<file path="src/rtl/mem_arb_pkg.sv">
// Shared encodings for the fetch/data memory port arbiter.
// Return-state encoding, owner codes and the default starvation bound.
package mem_arb_pkg;

  typedef enum logic [1:0] {
    IDLE   = 2'd0,
    RET_IF = 2'd1,
    RET_D  = 2'd2
  } ret_state_e;

  localparam logic [1:0] OWN_NONE = 2'd0;
  localparam logic [1:0] OWN_IF   = 2'd1;
  localparam logic [1:0] OWN_D    = 2'd2;

  localparam int STARVE_MAX_DEF = 4;

endpackage

</file>
<file path="src/rtl/mem_port_arbiter_if.sv">
// Fetch, data and memory-macro signals of the shared BRAM port.
// slave = arbiter side, master = requesters plus memory macro.
interface mem_port_arbiter_if #(
  parameter int ADDR_W = 14,
  parameter int DATA_W = 32
) ();

  logic              if_req;
  logic [ADDR_W-1:0] if_addr;
  logic              if_gnt;
  logic              if_rvalid;
  logic [DATA_W-1:0] if_rdata;

  logic                d_req;
  logic                d_we;
  logic [DATA_W/8-1:0] d_be;
  logic [ADDR_W-1:0]   d_addr;
  logic [DATA_W-1:0]   d_wdata;
  logic                d_gnt;
  logic                d_rvalid;
  logic [DATA_W-1:0]   d_rdata;

  logic                mem_en;
  logic [DATA_W/8-1:0] mem_we;
  logic [ADDR_W-1:0]   mem_addr;
  logic [DATA_W-1:0]   mem_wdata;
  logic [DATA_W-1:0]   mem_rdata;

  logic stall_out;

  modport slave (
    input  if_req, if_addr,
    output if_gnt, if_rvalid, if_rdata,
    input  d_req, d_we, d_be, d_addr, d_wdata,
    output d_gnt, d_rvalid, d_rdata,
    output mem_en, mem_we, mem_addr, mem_wdata,
    input  mem_rdata,
    output stall_out
  );

  modport master (
    output if_req, if_addr,
    input  if_gnt, if_rvalid, if_rdata,
    output d_req, d_we, d_be, d_addr, d_wdata,
    input  d_gnt, d_rvalid, d_rdata,
    input  mem_en, mem_we, mem_addr, mem_wdata,
    output mem_rdata,
    input  stall_out
  );

endinterface

</file>
<file path="src/rtl/mem_arb_perf.sv">
// Stall/conflict cycle counters, built only with ARB_PERF_CNT_EN.
// Both counters wrap at 2^32 and clear on rst.
`ifdef ARB_PERF_CNT_EN
module mem_arb_perf (
  input  logic        clk,
  input  logic        rst,
  input  logic        stall,
  input  logic        conflict,
  output logic [31:0] if_stall_cnt,
  output logic [31:0] conflict_cnt
);

  always_ff @(posedge clk) begin
    if (rst) begin
      if_stall_cnt <= '0;
      conflict_cnt <= '0;
    end else begin
      if_stall_cnt <= if_stall_cnt + 32'(stall);
      conflict_cnt <= conflict_cnt + 32'(conflict);
    end
  end

endmodule
`endif

</file>
<file path="src/rtl/mem_port_arbiter.sv">
// Fetch/data arbiter for one single-port 1-cycle BRAM.
// ARB_PERF_CNT_EN adds perf_if_stall / perf_conflict counters.
module mem_port_arbiter
  import mem_arb_pkg::*;
#(
  parameter int ADDR_W     = 14,
  parameter int DATA_W     = 32,
  parameter int STARVE_MAX = STARVE_MAX_DEF
) (
  input  logic sys_clk,
  input  logic rst,
  mem_port_arbiter_if.slave bus
`ifdef ARB_PERF_CNT_EN
  ,
  output logic [31:0] perf_if_stall,
  output logic [31:0] perf_conflict
`endif
);

  localparam int CW = $clog2(STARVE_MAX + 1);

  ret_state_e        state;
  logic [CW-1:0]     starve_cnt;
  logic              force_if;
  logic              gnt_if;
  logic              gnt_d;
  logic              rd_gnt;
  logic              if_rv;
  logic              d_rv;
  logic              stall;
  logic [1:0]        owner;
  logic [ADDR_W-1:0] addr_mux;
  logic [DATA_W-1:0] ret_data;

  assign force_if = starve_cnt == CW'(STARVE_MAX);
  assign gnt_if   = ~rst & bus.if_req & (~bus.d_req | force_if);
  assign gnt_d    = ~rst & bus.d_req & ~gnt_if;
  assign rd_gnt   = gnt_d & ~bus.d_we;
  assign stall    = bus.if_req & ~gnt_if;

  assign owner = gnt_d  ? OWN_D  :
                 gnt_if ? OWN_IF : OWN_NONE;

  assign bus.if_gnt    = gnt_if;
  assign bus.d_gnt     = gnt_d;
  assign bus.stall_out = stall;

  always_comb begin
    bus.mem_en    = 1'b0;
    bus.mem_we    = '0;
    bus.mem_wdata = '0;
    addr_mux      = '0;
    unique case (owner)
      OWN_IF: begin
        bus.mem_en = 1'b1;
        addr_mux   = bus.if_addr;
      end
      OWN_D: begin
        bus.mem_en    = 1'b1;
        bus.mem_we    = bus.d_we ? bus.d_be : '0;
        bus.mem_wdata = bus.d_wdata;
        addr_mux      = bus.d_addr;
      end
      default: ;
    endcase
  end

  assign bus.mem_addr = addr_mux;

  always_ff @(posedge sys_clk) begin
    if (rst) begin
      state <= IDLE;
      if_rv <= 1'b0;
      d_rv  <= 1'b0;
    end else begin
      if_rv <= gnt_if;
      d_rv  <= rd_gnt;
      unique case (1'b1)
        gnt_if:  state <= RET_IF;
        rd_gnt:  state <= RET_D;
        default: state <= IDLE;
      endcase
    end
  end

  // Forced fetch only fires after STARVE_MAX data wins, so no wrap past it.
  always_ff @(posedge sys_clk) begin
    if (rst) begin
      starve_cnt <= '0;
    end else if (!bus.if_req || gnt_if) begin
      starve_cnt <= '0;
    end else if (gnt_d && !force_if) begin
      starve_cnt <= starve_cnt + 1'b1;
    end
  end

  // Gating with rst drops a return that was in flight when reset hit.
  assign ret_data      = bus.mem_rdata;
  assign bus.if_rvalid = if_rv & ~rst;
  assign bus.d_rvalid  = d_rv & ~rst;
  assign bus.if_rdata  = (state == RET_IF && !rst) ? ret_data : '0;
  assign bus.d_rdata   = (state == RET_D && !rst) ? ret_data : '0;

`ifdef ARB_PERF_CNT_EN
  mem_arb_perf u_perf (
    .clk          (sys_clk),
    .rst          (rst),
    .stall        (stall),
    .conflict     (bus.if_req & bus.d_req),
    .if_stall_cnt (perf_if_stall),
    .conflict_cnt (perf_conflict)
  );
`endif

endmodule

</file>
<file path="src/flat_wrapper.sv">
// flat-port wrapper written by rule: the top's interface ports become plain ports
module mem_port_arbiter_flat import mem_arb_pkg::*;
#(
  parameter int ADDR_W     = 14,
  parameter int DATA_W     = 32,
  parameter int STARVE_MAX = STARVE_MAX_DEF
)
  (sys_clk, rst, bus_if_req, bus_if_addr, bus_if_gnt, bus_if_rvalid, bus_if_rdata, bus_d_req, bus_d_we, bus_d_be, bus_d_addr, bus_d_wdata, bus_d_gnt, bus_d_rvalid, bus_d_rdata, bus_mem_en, bus_mem_we, bus_mem_addr, bus_mem_wdata, bus_mem_rdata, bus_stall_out);
  mem_port_arbiter_if #(.ADDR_W(ADDR_W), .DATA_W(DATA_W)) bus_i ();
  input  logic sys_clk;
  input  logic rst;
  input wire logic [$bits(bus_i.if_req)-1:0] bus_if_req;
  input wire logic [$bits(bus_i.if_addr)-1:0] bus_if_addr;
  output wire logic [$bits(bus_i.if_gnt)-1:0] bus_if_gnt;
  output wire logic [$bits(bus_i.if_rvalid)-1:0] bus_if_rvalid;
  output wire logic [$bits(bus_i.if_rdata)-1:0] bus_if_rdata;
  input wire logic [$bits(bus_i.d_req)-1:0] bus_d_req;
  input wire logic [$bits(bus_i.d_we)-1:0] bus_d_we;
  input wire logic [$bits(bus_i.d_be)-1:0] bus_d_be;
  input wire logic [$bits(bus_i.d_addr)-1:0] bus_d_addr;
  input wire logic [$bits(bus_i.d_wdata)-1:0] bus_d_wdata;
  output wire logic [$bits(bus_i.d_gnt)-1:0] bus_d_gnt;
  output wire logic [$bits(bus_i.d_rvalid)-1:0] bus_d_rvalid;
  output wire logic [$bits(bus_i.d_rdata)-1:0] bus_d_rdata;
  output wire logic [$bits(bus_i.mem_en)-1:0] bus_mem_en;
  output wire logic [$bits(bus_i.mem_we)-1:0] bus_mem_we;
  output wire logic [$bits(bus_i.mem_addr)-1:0] bus_mem_addr;
  output wire logic [$bits(bus_i.mem_wdata)-1:0] bus_mem_wdata;
  input wire logic [$bits(bus_i.mem_rdata)-1:0] bus_mem_rdata;
  output wire logic [$bits(bus_i.stall_out)-1:0] bus_stall_out;
  assign bus_i.if_req = bus_if_req;
  assign bus_i.if_addr = bus_if_addr;
  assign bus_if_gnt = bus_i.if_gnt;
  assign bus_if_rvalid = bus_i.if_rvalid;
  assign bus_if_rdata = bus_i.if_rdata;
  assign bus_i.d_req = bus_d_req;
  assign bus_i.d_we = bus_d_we;
  assign bus_i.d_be = bus_d_be;
  assign bus_i.d_addr = bus_d_addr;
  assign bus_i.d_wdata = bus_d_wdata;
  assign bus_d_gnt = bus_i.d_gnt;
  assign bus_d_rvalid = bus_i.d_rvalid;
  assign bus_d_rdata = bus_i.d_rdata;
  assign bus_mem_en = bus_i.mem_en;
  assign bus_mem_we = bus_i.mem_we;
  assign bus_mem_addr = bus_i.mem_addr;
  assign bus_mem_wdata = bus_i.mem_wdata;
  assign bus_i.mem_rdata = bus_mem_rdata;
  assign bus_stall_out = bus_i.stall_out;
  mem_port_arbiter #(.ADDR_W(ADDR_W), .DATA_W(DATA_W), .STARVE_MAX(STARVE_MAX)) u_core (.sys_clk(sys_clk), .rst(rst), .bus(bus_i));
endmodule
</file>
<file path="config.mk">
export PLATFORM = sky130hd
export DESIGN_NAME = mem_port_arbiter_flat
export DESIGN_NICKNAME = d
export VERILOG_FILES = /design/src/rtl/mem_arb_pkg.sv /design/src/rtl/mem_port_arbiter_if.sv /design/src/rtl/mem_arb_perf.sv /design/src/rtl/mem_port_arbiter.sv /design/src/flat_wrapper.sv
export SDC_FILE = /design/constraint.sdc
export NUM_CORES = 1
export LEC_CHECK = 0
export BUFFER_PORTS_ARGS = -buffer_cell sky130_fd_sc_hd__buf_2
export CAP_MARGIN = 15
export CORE_AREA = 2 2 85 87
export CTS_CLUSTER_SIZE = 25
export DETAILED_ROUTE_END_ITERATION = 7
export DIE_AREA = 0 0 87 89
export GPL_TIMING_DRIVEN = 0
export PLACE_DENSITY = 0.57
export SYNTH_ARGS = -nofsm -noshare
export SYNTH_HDL_FRONTEND = slang
export SYNTH_HIERARCHICAL = 1
export SYNTH_SLANG_ARGS = --single-unit
</file>
<file path="constraint.sdc">
create_clock -name sys_clk -period 3.3 [get_ports sys_clk]
set_input_delay 0.99 -clock sys_clk [delete_from_list [all_inputs] [get_ports sys_clk]]
set_output_delay 0.99 -clock sys_clk [all_outputs]
set_load 0.03 [all_outputs]
</file>
==> results.md, run 1 <==
- Result of the run: complete, no violations
- Final count of negative-setup-slack endpoints: 0
- Distinct cells, synth: 22
- Relative contribution of combinational cells to total power: 0.584
- Die width: 87 um
- Number of synthesized register bits: 6
- Number of rows created at floorplan: 30
- Remaining antenna violation count after routing: 0
- GR Util All Layers: 0.126
- CTS tree: done
- Clock Skews: between 0.0007 and 0.0008 ns
- Net count reported at finish: slightly below 500
- Total Die Area: 7740 um^2
- Sinks on the clock net: 6
- Startpoint-to-endpoint class of the critical path: primary input to output pin
- Worst endpoint required time: ~2.3 ns
- Largest driver fanout on the critical path: 10
- Category of the worst setup path capture point: output pin
- Number of design-rule violations left by the first detailed-router iteration: 21
- First-pass iteration count of the detailed router: 2
- Antenna Cells: 0
- Final-layout fill cell count: ~750
- Pwr dens: ~180 nW/um^2
- Post-route fraction of the period consumed by the critical path: 0.977
- GR Overflow Total: 0
- Number of buffers added on ports: 220
- Total I/O pin count: 221
- Max stage delay on crit path: 0.37 ns
- Share of power burned in registers: 0.174
- Drt via density: just over 4
- Rel. slew slack: 0.752
- Maximum number of pins on one net before global-route repair: 11
- Number of antenna violations at the first check in global routing: 0
- Number of buffers added by the clock tree synthesis step: 3
- Number of nets produced by synthesis: approximately 260
- Syn_area_per_cell: a little over 7 um^2
- Number of global-route vias before repair: around 1.6k
- Clock insertion delay at the later pin of the skew report: between 0.2 and 0.25 ns
- Sw Share: 0.418
- Largest voltage drop on the vdd net: ~0.08 mV
- Initial standard-cell utilization of the core: 0.167
- Startpoint class of the critical path: primary input
- Worst setup slack after layout: approximately 0.076 ns
- Cells traversed along the worst timing path: buf_2, nor3b_2, buf_1, and2_1, buf_2
- Post-synthesis to final-layout area growth: 113%
- Most used cells in the layout excluding fill and tap cells: sky130_fd_sc_hd__buf_2, sky130_fd_sc_hd__and2_1, sky130_fd_sc_hd__a22o_1
- Core Box Area: ~6700 um^2
- Worst Setup Slack post-DPL: -0.231 ns
- Setup slack of the most critical reg-to-reg path: roughly 1.8 ns
- Switching power: between 0.15 and 0.2 mW
- Final Slew Violations: 0
- Number of hold buffers added after CTS: 0
- CP dominant cell by count: sky130_fd_sc_hd__buf_2
- Portion of the post-synthesis area used by sequential elements: 0.107
- Lkg Pwr: between 1.5 and 2 nW
- Wire length of the first global-routing pass: between 7 and 8 mm
- Number of max-capacitance violations reported: 0
- Largest buffer count on any clock path: 2
- Wirelength per Cell: roughly 13 um
- Most common cell after layout, fill and taps aside: sky130_fd_sc_hd__buf_2
- Mapped Area: around 1100 um^2
- Share of total power in the clock network: 0.243
- Clock H-tree levels: 1
- Detailed-placement wirelength estimate: around 5.4 mm
- Internal power: approximately 0.26 mW
- CP bufs+invs: 3
- Overall die height: roughly 89 um
- Drt total wl: roughly 5.8 mm
- Setup repair after global routing missed its margin: yes
- Weighted congestion at the end of routability-driven global placement: 0.747
- Final count of hold timing violations: 0
- Total via count in the routed design: 1903
- Cell count after synthesis: about 160
- Critical Path Slowest Stage Cell: sky130_fd_sc_hd__nor3b_2
- Multi-input combinational cell area: 931 um^2
- Root Buffer: sky130_fd_sc_hd__clkbuf_8
- Critical path arrival: approximately 2.2 ns
- Type of the tightest min-delay check: flop to flop
- Fraction of final layout cells sized beyond drive strength 1: 0.625
- Remaining design rule violation count: 0
- Overall power consumption: roughly 0.44 mW
- Clock Pin Slew Worst Setup and Hold Paths: about 0.03 ns
- Peak clock frequency supported by timing: 310 MHz
- Worst path top cell family by delay: buffers and inverters
- Number of warning messages in the yosys log: 6
- Final critical-path required period: 3.22 ns
- Sequential standard cell area: roughly 120 um^2
- Measured slew at the worst slew-check pin: around 0.37 ns
==> final cells by class <==
| class | instances | area share |
|---|---|---|
| tap | 80 | 0.0419 |
| sequential | 6 | 0.0503 |
| buffer | 12 | 0.0272 |
| clock buffer | 3 | 0.0173 |
| inverter | 4 | 0.00629 |
| multi-input combinational | 137 | 0.390 |
| timing repair buffer | 222 | 0.467 |
==> final timing paths <==
path,start,end,cells past startpoint
worst max-delay path,rst,bus_d_rdata[12],5
worst min-delay path,u_core/starve_cnt[0],u_core/starve_cnt[0],1
worst max register to register,u_core/starve_cnt[0],u_core/d_rv,6
worst min register to register,u_core/starve_cnt[0],u_core/starve_cnt[0],1
==> metal layers <==
metal / global-route usage / vias up / share of wire
met2: 0.259 / 132 / 0.54
li1: - / 954 / -
met5: 0 / - / 0
met1: 0.135 / 815 / 0.36
met4: 0.0213 / 0 / 0.0034
met3: 0.0212 / 2 / 0.10
==> state kept, by name, summed over array words and instances (netlist names) <==
| signal | count |
|---|---|
| u_core/starve_cnt | 3 |
| u_core/d_rv | 1 |
| u_core/state | 1 |
| u_core/if_rv | 1 |
==> logic make-up after synthesis <==
| kind of cell | count (synthesis) | synth area share |
|---|---|---|
| AO/OA/AOI/OAI | 17 | 0.156 |
| adder cells (fa/ha/maj) | 2 | 0.0223 |
| buffers and inverters | 16 | 0.0670 |
| flip-flops | 6 | 0.107 |
| multiplexers | 1 | 0.00893 |
| AND/OR/NAND/NOR | 117 | 0.638 |
==> power groups by stage <==
stage / Clock, mW / Combinational [mW] / Sequential [mW]
CTS: 0.111 / 0.258 / 0.0763
detailed placement: 0 / 0.258 / 0.0773
global route: 0.114 / 0.277 / 0.0765
floorplan: 0 / 0.143 / 0.0768
finish: 0.107 / 0.257 / 0.0763
global placement: 0 / 0.255 / 0.0770
==> worst register-to-register path, cell delays in order, from the launching register on <==
cell and delay, ns:
sky130_fd_sc_hd__dfxtp_1 0.36, sky130_fd_sc_hd__inv_1 0.06, sky130_fd_sc_hd__ha_1 0.25, sky130_fd_sc_hd__a311oi_4 0.29
sky130_fd_sc_hd__buf_4 0.18, sky130_fd_sc_hd__buf_4 0.17, sky130_fd_sc_hd__nor2b_1 0.13
==> metrics by stage <==
step                std cells  cell area, um^2  setup TNS [ns]  hold slack [ns]  utilization
floorplan                 159             1120               0            0.417            -
global placement          459             2320           -5.62            0.435        0.346
detailed placement        459             2320           -5.40            0.478        0.346
CTS                       462             2370               0            0.490        0.353
global route              464             2390          -0.101            0.522        0.355
finish                    464             2390               0            0.483        0.355
==> Yosys cell counts <==
cell type,n,area (um^2)
sky130_fd_sc_hd__a21boi_0,1,7.51
sky130_fd_sc_hd__a21boi_4,1,18.8
sky130_fd_sc_hd__a22o_1,14,123
sky130_fd_sc_hd__a311oi_4,1,26.3
sky130_fd_sc_hd__and2_1,96,601
sky130_fd_sc_hd__and2b_1,1,7.51
sky130_fd_sc_hd__and3_1,4,25.0
sky130_fd_sc_hd__buf_2,1,5.00
sky130_fd_sc_hd__buf_4,3,22.5
sky130_fd_sc_hd__clkbuf_1,6,22.5
sky130_fd_sc_hd__clkbuf_2,2,10.0
sky130_fd_sc_hd__dfxtp_1,6,120
sky130_fd_sc_hd__ha_1,2,25.0
sky130_fd_sc_hd__inv_1,3,11.3
sky130_fd_sc_hd__inv_2,1,3.75
sky130_fd_sc_hd__mux2i_1,1,10.0
sky130_fd_sc_hd__nand2_1,2,7.51
sky130_fd_sc_hd__nand3_1,1,5.00
sky130_fd_sc_hd__nor2_1,6,22.5
sky130_fd_sc_hd__nor2b_1,5,31.3
sky130_fd_sc_hd__nor2b_2,1,8.76
sky130_fd_sc_hd__nor3b_1,1,7.51
==> repair_timing <==
action	in CTS	in global routing
buffers inserted	0	2
setup endpoints to repair	30	66
gates resized for setup	2	7
endpoints found under the hold margin	0	0
pin swaps	0	1
(Power assumes the default switching activity.)
==> inputs of run 2 (changes only) <==
--- a/config.mk
+++ b/config.mk
@@ -12,7 +12,6 @@
 export DETAILED_ROUTE_END_ITERATION = 7
 export DIE_AREA = 0 0 87 89
 export GPL_TIMING_DRIVEN = 0
-export PLACE_DENSITY = 0.57
 export SYNTH_ARGS = -nofsm -noshare
 export SYNTH_HDL_FRONTEND = slang
 export SYNTH_HIERARCHICAL = 1
==> results.md, run 2 (synthesized netlist as in run 1, its figures left out) <==
- Result of the run: complete, no violations
- Category of the worst setup path capture point: output pin
- Worst endpoint required time: roughly 2.3 ns
- Most used cells in the layout excluding fill and tap cells: sky130_fd_sc_hd__buf_2, sky130_fd_sc_hd__and2_1, sky130_fd_sc_hd__a22o_1
- Critical path arrival: 2.20 ns
- Clock Skews: approximately 0.0037 ns
- Type of the tightest min-delay check: flop to flop
- GR Overflow Total: 0
- Global Route met1 Usage: 0.136
- Clock Pin Slew Worst Setup and Hold Paths: around 0.03 ns
- Maximum number of pins on one net before global-route repair: 11
- Register ranked first by flip-flop count: u_core/starve_cnt
- Rel. slew slack: 0.756
- Remaining antenna violation count after routing: 0
- Startpoint class of the critical path: primary input
- Total I/O pin count: between 200 and 250
- Most common cell after layout, fill and taps aside: sky130_fd_sc_hd__buf_2
- Largest driver fanout on the critical path: 10
- Peak clock frequency supported by timing: about 310 MHz
- Final Slew Violations: 0
- Initial standard-cell utilization of the core: 0.167
- Final-layout fill cell count: 740
- Overall die height: a little under 90 um
- Setup repair after global routing missed its margin: no
- Die width: 87 um
- Startpoint-to-endpoint class of the critical path: primary input to output pin
- Detailed-placement wirelength estimate: around 5.3 mm
- Antenna Cells: 0
- Largest voltage drop on the vdd net: ~0.19 mV
- Wire length of the first global-routing pass: roughly 8 mm
- Post-route fraction of the period consumed by the critical path: 0.967
- CTS tree: done
- Total Die Area: a little under 8000 um^2
- Net count reported at finish: around 500
- Number of global-route vias before repair: between 1.5k and 2k
- Final critical-path required period: between 3 and 4 ns
- Number of design-rule violations left by the first detailed-router iteration: 16
- Root Buffer: sky130_fd_sc_hd__clkbuf_8
- Clock insertion delay at the later pin of the skew report: approximately 0.22 ns
- Post-synthesis to final-layout area growth: 115%
- Met3 layer usage reported by global route: 0.0286
- Drt total wl: slightly below 6 mm
- Pwr dens: 183 nW/um^2
- Remaining design rule violation count: 0
- Lkg Pwr: about 1.6 nW
- CP dominant cell by count: sky130_fd_sc_hd__buf_2
- Number of flip-flops under the largest register name: 3
- Largest buffer count on any clock path: 2
- Final count of negative-setup-slack endpoints: 0
- CP bufs+invs: 5
- GR Util All Layers: 0.132
- Global routing met2 resource utilization: 0.273
- Number of hold buffers added after CTS: 0
- Worst path top cell family by delay: buffers and inverters
- Critical Path Slowest Stage Cell: sky130_fd_sc_hd__a311oi_4
- Measured slew at the worst slew-check pin: 0.364 ns
- Number of rows created at floorplan: 30
- Max stage delay on crit path: between 0.2 and 0.3 ns
- Sinks on the clock net: 6
- Core Box Area: around 6700 um^2
- Drt via density: a little over 4
- Layer carrying the most global-route usage: met2
- Weighted congestion at the end of routability-driven global placement: 0.710
- Number of max-capacitance violations reported: 0
- Final count of hold timing violations: 0
- Number of antenna violations at the first check in global routing: 1
- Cell area after layout: ~2400 um^2
- Total via count in the routed design: around 1.9k
- Number of buffers added on ports: 220
- Number of buffers added by the clock tree synthesis step: 3
- Fraction of final layout cells sized beyond drive strength 1: 0.632
- First-pass iteration count of the detailed router: 4
- Wirelength per Cell: 12.5 um
- Cells traversed along the worst timing path: buf_2, inv_2, a311oi_4, buf_4, clkbuf_2, and2_1, buf_2
- Overall power consumption: 0.439 mW
- Clock H-tree levels: 1
- Placed inst area: 2320 um^2
## run 2: power breakdown
group	leakage [nW]	switching (mW)	internal (mW)	total, mW
registers	0.0490	0.000979	0.0751	0.0761
clock network	0.0216	0.0279	0.0780	0.106
logic	1.54	0.154	0.104	0.257
## run 2: per-layer routing
metal  up-vias  share of wire
met5         -              0
met4         0         0.0050
met3         2           0.11
met2       132           0.53
met1       793           0.36
li1        960              -
## run 2: path summary, 6_finish.rpt
path	from	to	slack [ns]	cells after the start
min	u_core/starve_cnt[0]	u_core/starve_cnt[0]	0.44	1
max	bus_d_req	bus_mem_wdata[11]	0.11	7
max reg2reg	u_core/starve_cnt[0]	u_core/state[1]	1.78	6
min reg2reg	u_core/starve_cnt[0]	u_core/starve_cnt[0]	0.44	1
## run 2: repair_timing
action	CTS	global route
setup endpoints to repair	30	64
setup buffers	0	4
resized for setup	1	12
pin swaps	0	1
## run 2: cell type report
type / count / area [um^2] / share of cell area
well taps: 80 / 100 / 0.0416
multi-input cells: 137 / 931 / 0.387
repair buffers: 224 / 1130 / 0.470
plain buffers: 12 / 67.6 / 0.0281
clock buffers: 3 / 41.3 / 0.0172
flip-flops and latches: 6 / 120 / 0.0499
inverters: 4 / 15.0 / 0.00624
## run 2: per-stage QoR
stage	util	hold WS, ns	setup TNS, ns	instances	setup WS (ns)
2_1_floorplan	-	0.417	0	159	0.0841
3_3_place_gp	0.346	0.435	-3.82	459	-0.161
3_5_place_dp	0.346	0.440	-4.34	459	-0.168
4_1_cts	0.353	0.447	0	462	0.0223
5_1_grt	0.358	0.457	0	466	0.0180
6_report	0.358	0.441	0	466	0.109
==> inputs of run 3 (changes only) <==
--- a/config.mk
+++ b/config.mk
@@ -7,12 +7,12 @@
 export LEC_CHECK = 0
 export BUFFER_PORTS_ARGS = -buffer_cell sky130_fd_sc_hd__buf_2
 export CAP_MARGIN = 15
-export CORE_AREA = 2 2 85 87
+export CORE_AREA = 2 2 86 88
 export CTS_CLUSTER_SIZE = 25
 export DETAILED_ROUTE_END_ITERATION = 7
-export DIE_AREA = 0 0 87 89
+export DIE_AREA = 0 0 88 90
 export GPL_TIMING_DRIVEN = 0
+export MAX_ROUTING_LAYER = met4
 export SYNTH_ARGS = -nofsm -noshare
 export SYNTH_HDL_FRONTEND = slang
-export SYNTH_HIERARCHICAL = 1
 export SYNTH_SLANG_ARGS = --single-unit
==> constraint.sdc (replaced) <==
create_clock -name sys_clk -period 3.3 [get_ports sys_clk]
set_input_delay 0.99 -clock sys_clk [delete_from_list [all_inputs] [get_ports sys_clk]]
set_output_delay 0.99 -clock sys_clk [all_outputs]
set_load 0.005 [all_outputs]
==> results.md, run 3 <==
- Pwr dens: approximately 140 nW/um^2
- Die width: 88 um
- Number of buffers added by the clock tree synthesis step: 3
- Total Die Area: 7920 um^2
- Startpoint-to-endpoint class of the critical path: primary input to output pin
- Number of flip-flops under the largest register name: 3
- Number of cells traversed by the worst hold path: 1
- R2R Path Start: u_core.starve_cnt[0]
- Cell area after layout: between 2000 and 3000 um^2
- Main area contributors after synthesis: sky130_fd_sc_hd__and2_1, sky130_fd_sc_hd__nand3b_1, sky130_fd_sc_hd__and3_1
- Yosys top cell by area: sky130_fd_sc_hd__and2_1
- Portion of the post-synthesis area used by sequential elements: 0.0838
- Min-delay src: u_core.starve_cnt[0]
- Number of max-capacitance violations reported: 0
- Result of the run: complete, no violations
- Placed inst area: 2650 um^2
- Number of antenna violations at the first check in global routing: 0
- Distinct cells, synth: 25
- Syn_area_per_cell: slightly above 7 um^2
- Share of flip-flops with an asynchronous set or reset after synthesis: 0
- Register ranked first by flip-flop count: u_core.starve_cnt
- Most common cell after layout, fill and taps aside: sky130_fd_sc_hd__buf_2
- Post-synth top flop: sky130_fd_sc_hd__dfxtp_1
- Category of the worst setup path capture point: output pin
- Post-synth top area share: 0.262
- GR Overflow Total: 0
- Setup bufs post-CTS: 0
- Weighted congestion at the end of routability-driven global placement: 0.709
- Final Slew Violations: 0
- Clock H-tree levels: 1
- Final-layout fill cell count: roughly 760
- Number of design-rule violations left by the first detailed-router iteration: between 50 and 60
- Number of warning messages in the yosys log: 0
- Drt via density: around 4.2
- Maximum number of pins on one net before global-route repair: 11
- Core Box Area: roughly 7000 um^2
- Most common cell in the netlist: sky130_fd_sc_hd__and2_1
- Sinks on the clock net: 6
- Clock insertion delay at the later pin of the skew report: ~0.22 ns
- Worst endpoint required time: ~2.3 ns
- Remaining design rule violation count: 0
- Number of rows created at floorplan: 31
- Peak clock frequency supported by timing: approximately 330 MHz
- Detailed-placement wirelength estimate: 4.98 mm
- Largest buffer count on any clock path: 2
- Final non-filler cell total: between 500 and 600
- Drt total wl: approximately 5.8 mm
- Final count of hold timing violations: 0
- Setup repair after global routing missed its margin: no
- Measured slew at the worst slew-check pin: ~0.36 ns
- Overall power consumption: approximately 0.38 mW
- Critical path arrival: 2.00 ns
- Type of the tightest min-delay check: flop to flop
- Worst hold slack: approximately 0.45 ns
- Number of global-route vias before repair: 1938
- Remaining antenna violation count after routing: 0
- Total via count in the routed design: 2203
- Startpoint class of the critical path: primary input
- Largest driver fanout on the critical path: 10
- Number of flops mapped to enable cells by yosys: 0
- Number of buffers added on ports: 219
- Startpoint of the most critical setup path: rst
- Largest registers: u_core.starve_cnt (3), u_core.state (2), u_core.d_rv (1)
- Overall die height: about 90 um
- Number of nets produced by synthesis: approximately 310
- Final count of negative-setup-slack endpoints: 0
- Post-route fraction of the period consumed by the critical path: 0.905
- Rel. slew slack: 0.758
- Core utilization of the finished layout: 0.384
- Antenna Cells: 0
- Fraction of final layout cells sized beyond drive strength 1: 0.584
- Gates resized, CTS repair: 0
- Largest voltage drop on the vdd net: between 0.1 and 0.15 mV
- Number of hold buffers added after CTS: 0
- Clock Pin Slew Worst Setup and Hold Paths: 0.04 ns
- Clock Skews: 0.00199 ns
- Net count reported at finish: between 500 and 600
- Wire length of the first global-routing pass: between 8 and 9 mm
- Final critical-path required period: between 2 and 3 ns
- Worst setup slack after layout: 0.314 ns
- Setup tns final: 0 ns
- Worst Setup Slack post-DPL: 0.285 ns
- Most used cells in the layout excluding fill and tap cells: sky130_fd_sc_hd__buf_2, sky130_fd_sc_hd__and2_1, sky130_fd_sc_hd__and3_1
- First-pass iteration count of the detailed router: 4
- GR Util All Layers: 0.131
- Mapped Area: ~1400 um^2
- Number of synthesized register bits: 6
- Root Buffer: sky130_fd_sc_hd__clkbuf_8
- Placed Instances: between 500 and 600
- Total I/O pin count: 221
- CTS tree: done
- Cell count after synthesis: ~200
- Worst reg2reg path depth: 5
- Initial standard-cell utilization of the core: 0.204
- Post-synth top cells: sky130_fd_sc_hd__and2_1, sky130_fd_sc_hd__and3_1, sky130_fd_sc_hd__nand3b_1
- Post-synthesis to final-layout area growth: 88.0%
- Wirelength per Cell: 11.0 um
- Lkg Pwr: ~1.8 nW
[run 3: report_power, final]
group / switching (mW) / total [mW] / leakage (nW) / internal (mW)
sequential: 0.00157 / 0.0767 / 0.0490 / 0.0751
clock: 0.0284 / 0.106 / 0.0216 / 0.0781
combinational: 0.0814 / 0.194 / 1.68 / 0.112
[run 3: per-layer routing]
metal / wire length (um) / part of all wire / track usage / vias to the layer above
li1: - / - / - / 1138
met1: 2360 / 0.41 / 0.141 / 956
met2: 3000 / 0.52 / 0.257 / 107
met3: 387 / 0.067 / 0.00184 / 2
met4: 32 / 0.0055 / 0.0346 / 0
met5: 0 / 0 / - / -
[run 3: cell families (layout without fill, tap and decap cells)]
group	after synthesis	in the layout	share of synthesized area
and+or+nand+nor	152	152	0.694
buffers and inverters	26	248	0.118
adders and majority gates	2	2	0.0175
DFF	6	6	0.0838
AOI/OAI and AO/OA	17	17	0.0865
[run 3: cell type report]
type                       count  area (um^2)  area share
tap                           99          124      0.0460
timing repair buffer         219         1100       0.407
buffer                        24          161      0.0599
sequential                     6          120      0.0446
inverter                       2         7.51     0.00279
clock buffer                   3         41.3      0.0153
multi-input combinational    171         1140       0.425
[run 3: worst max-delay path, cell delays in order]
cell and delay, ns:
sky130_fd_sc_hd__buf_2 0.11, sky130_fd_sc_hd__buf_6 0.14, sky130_fd_sc_hd__nor3b_4 0.33, sky130_fd_sc_hd__buf_6 0.18, sky130_fd_sc_hd__and2_1 0.13, sky130_fd_sc_hd__buf_2 0.12
[run 3: final timing paths]
kind | endpoint | slack, ns
worst max-delay path | bus_d_rdata[26] | 0.31
worst min-delay path | u_core.starve_cnt[0] | 0.45
worst max register to register | u_core.state[0] | 1.93
worst min register to register | u_core.starve_cnt[0] | 0.45
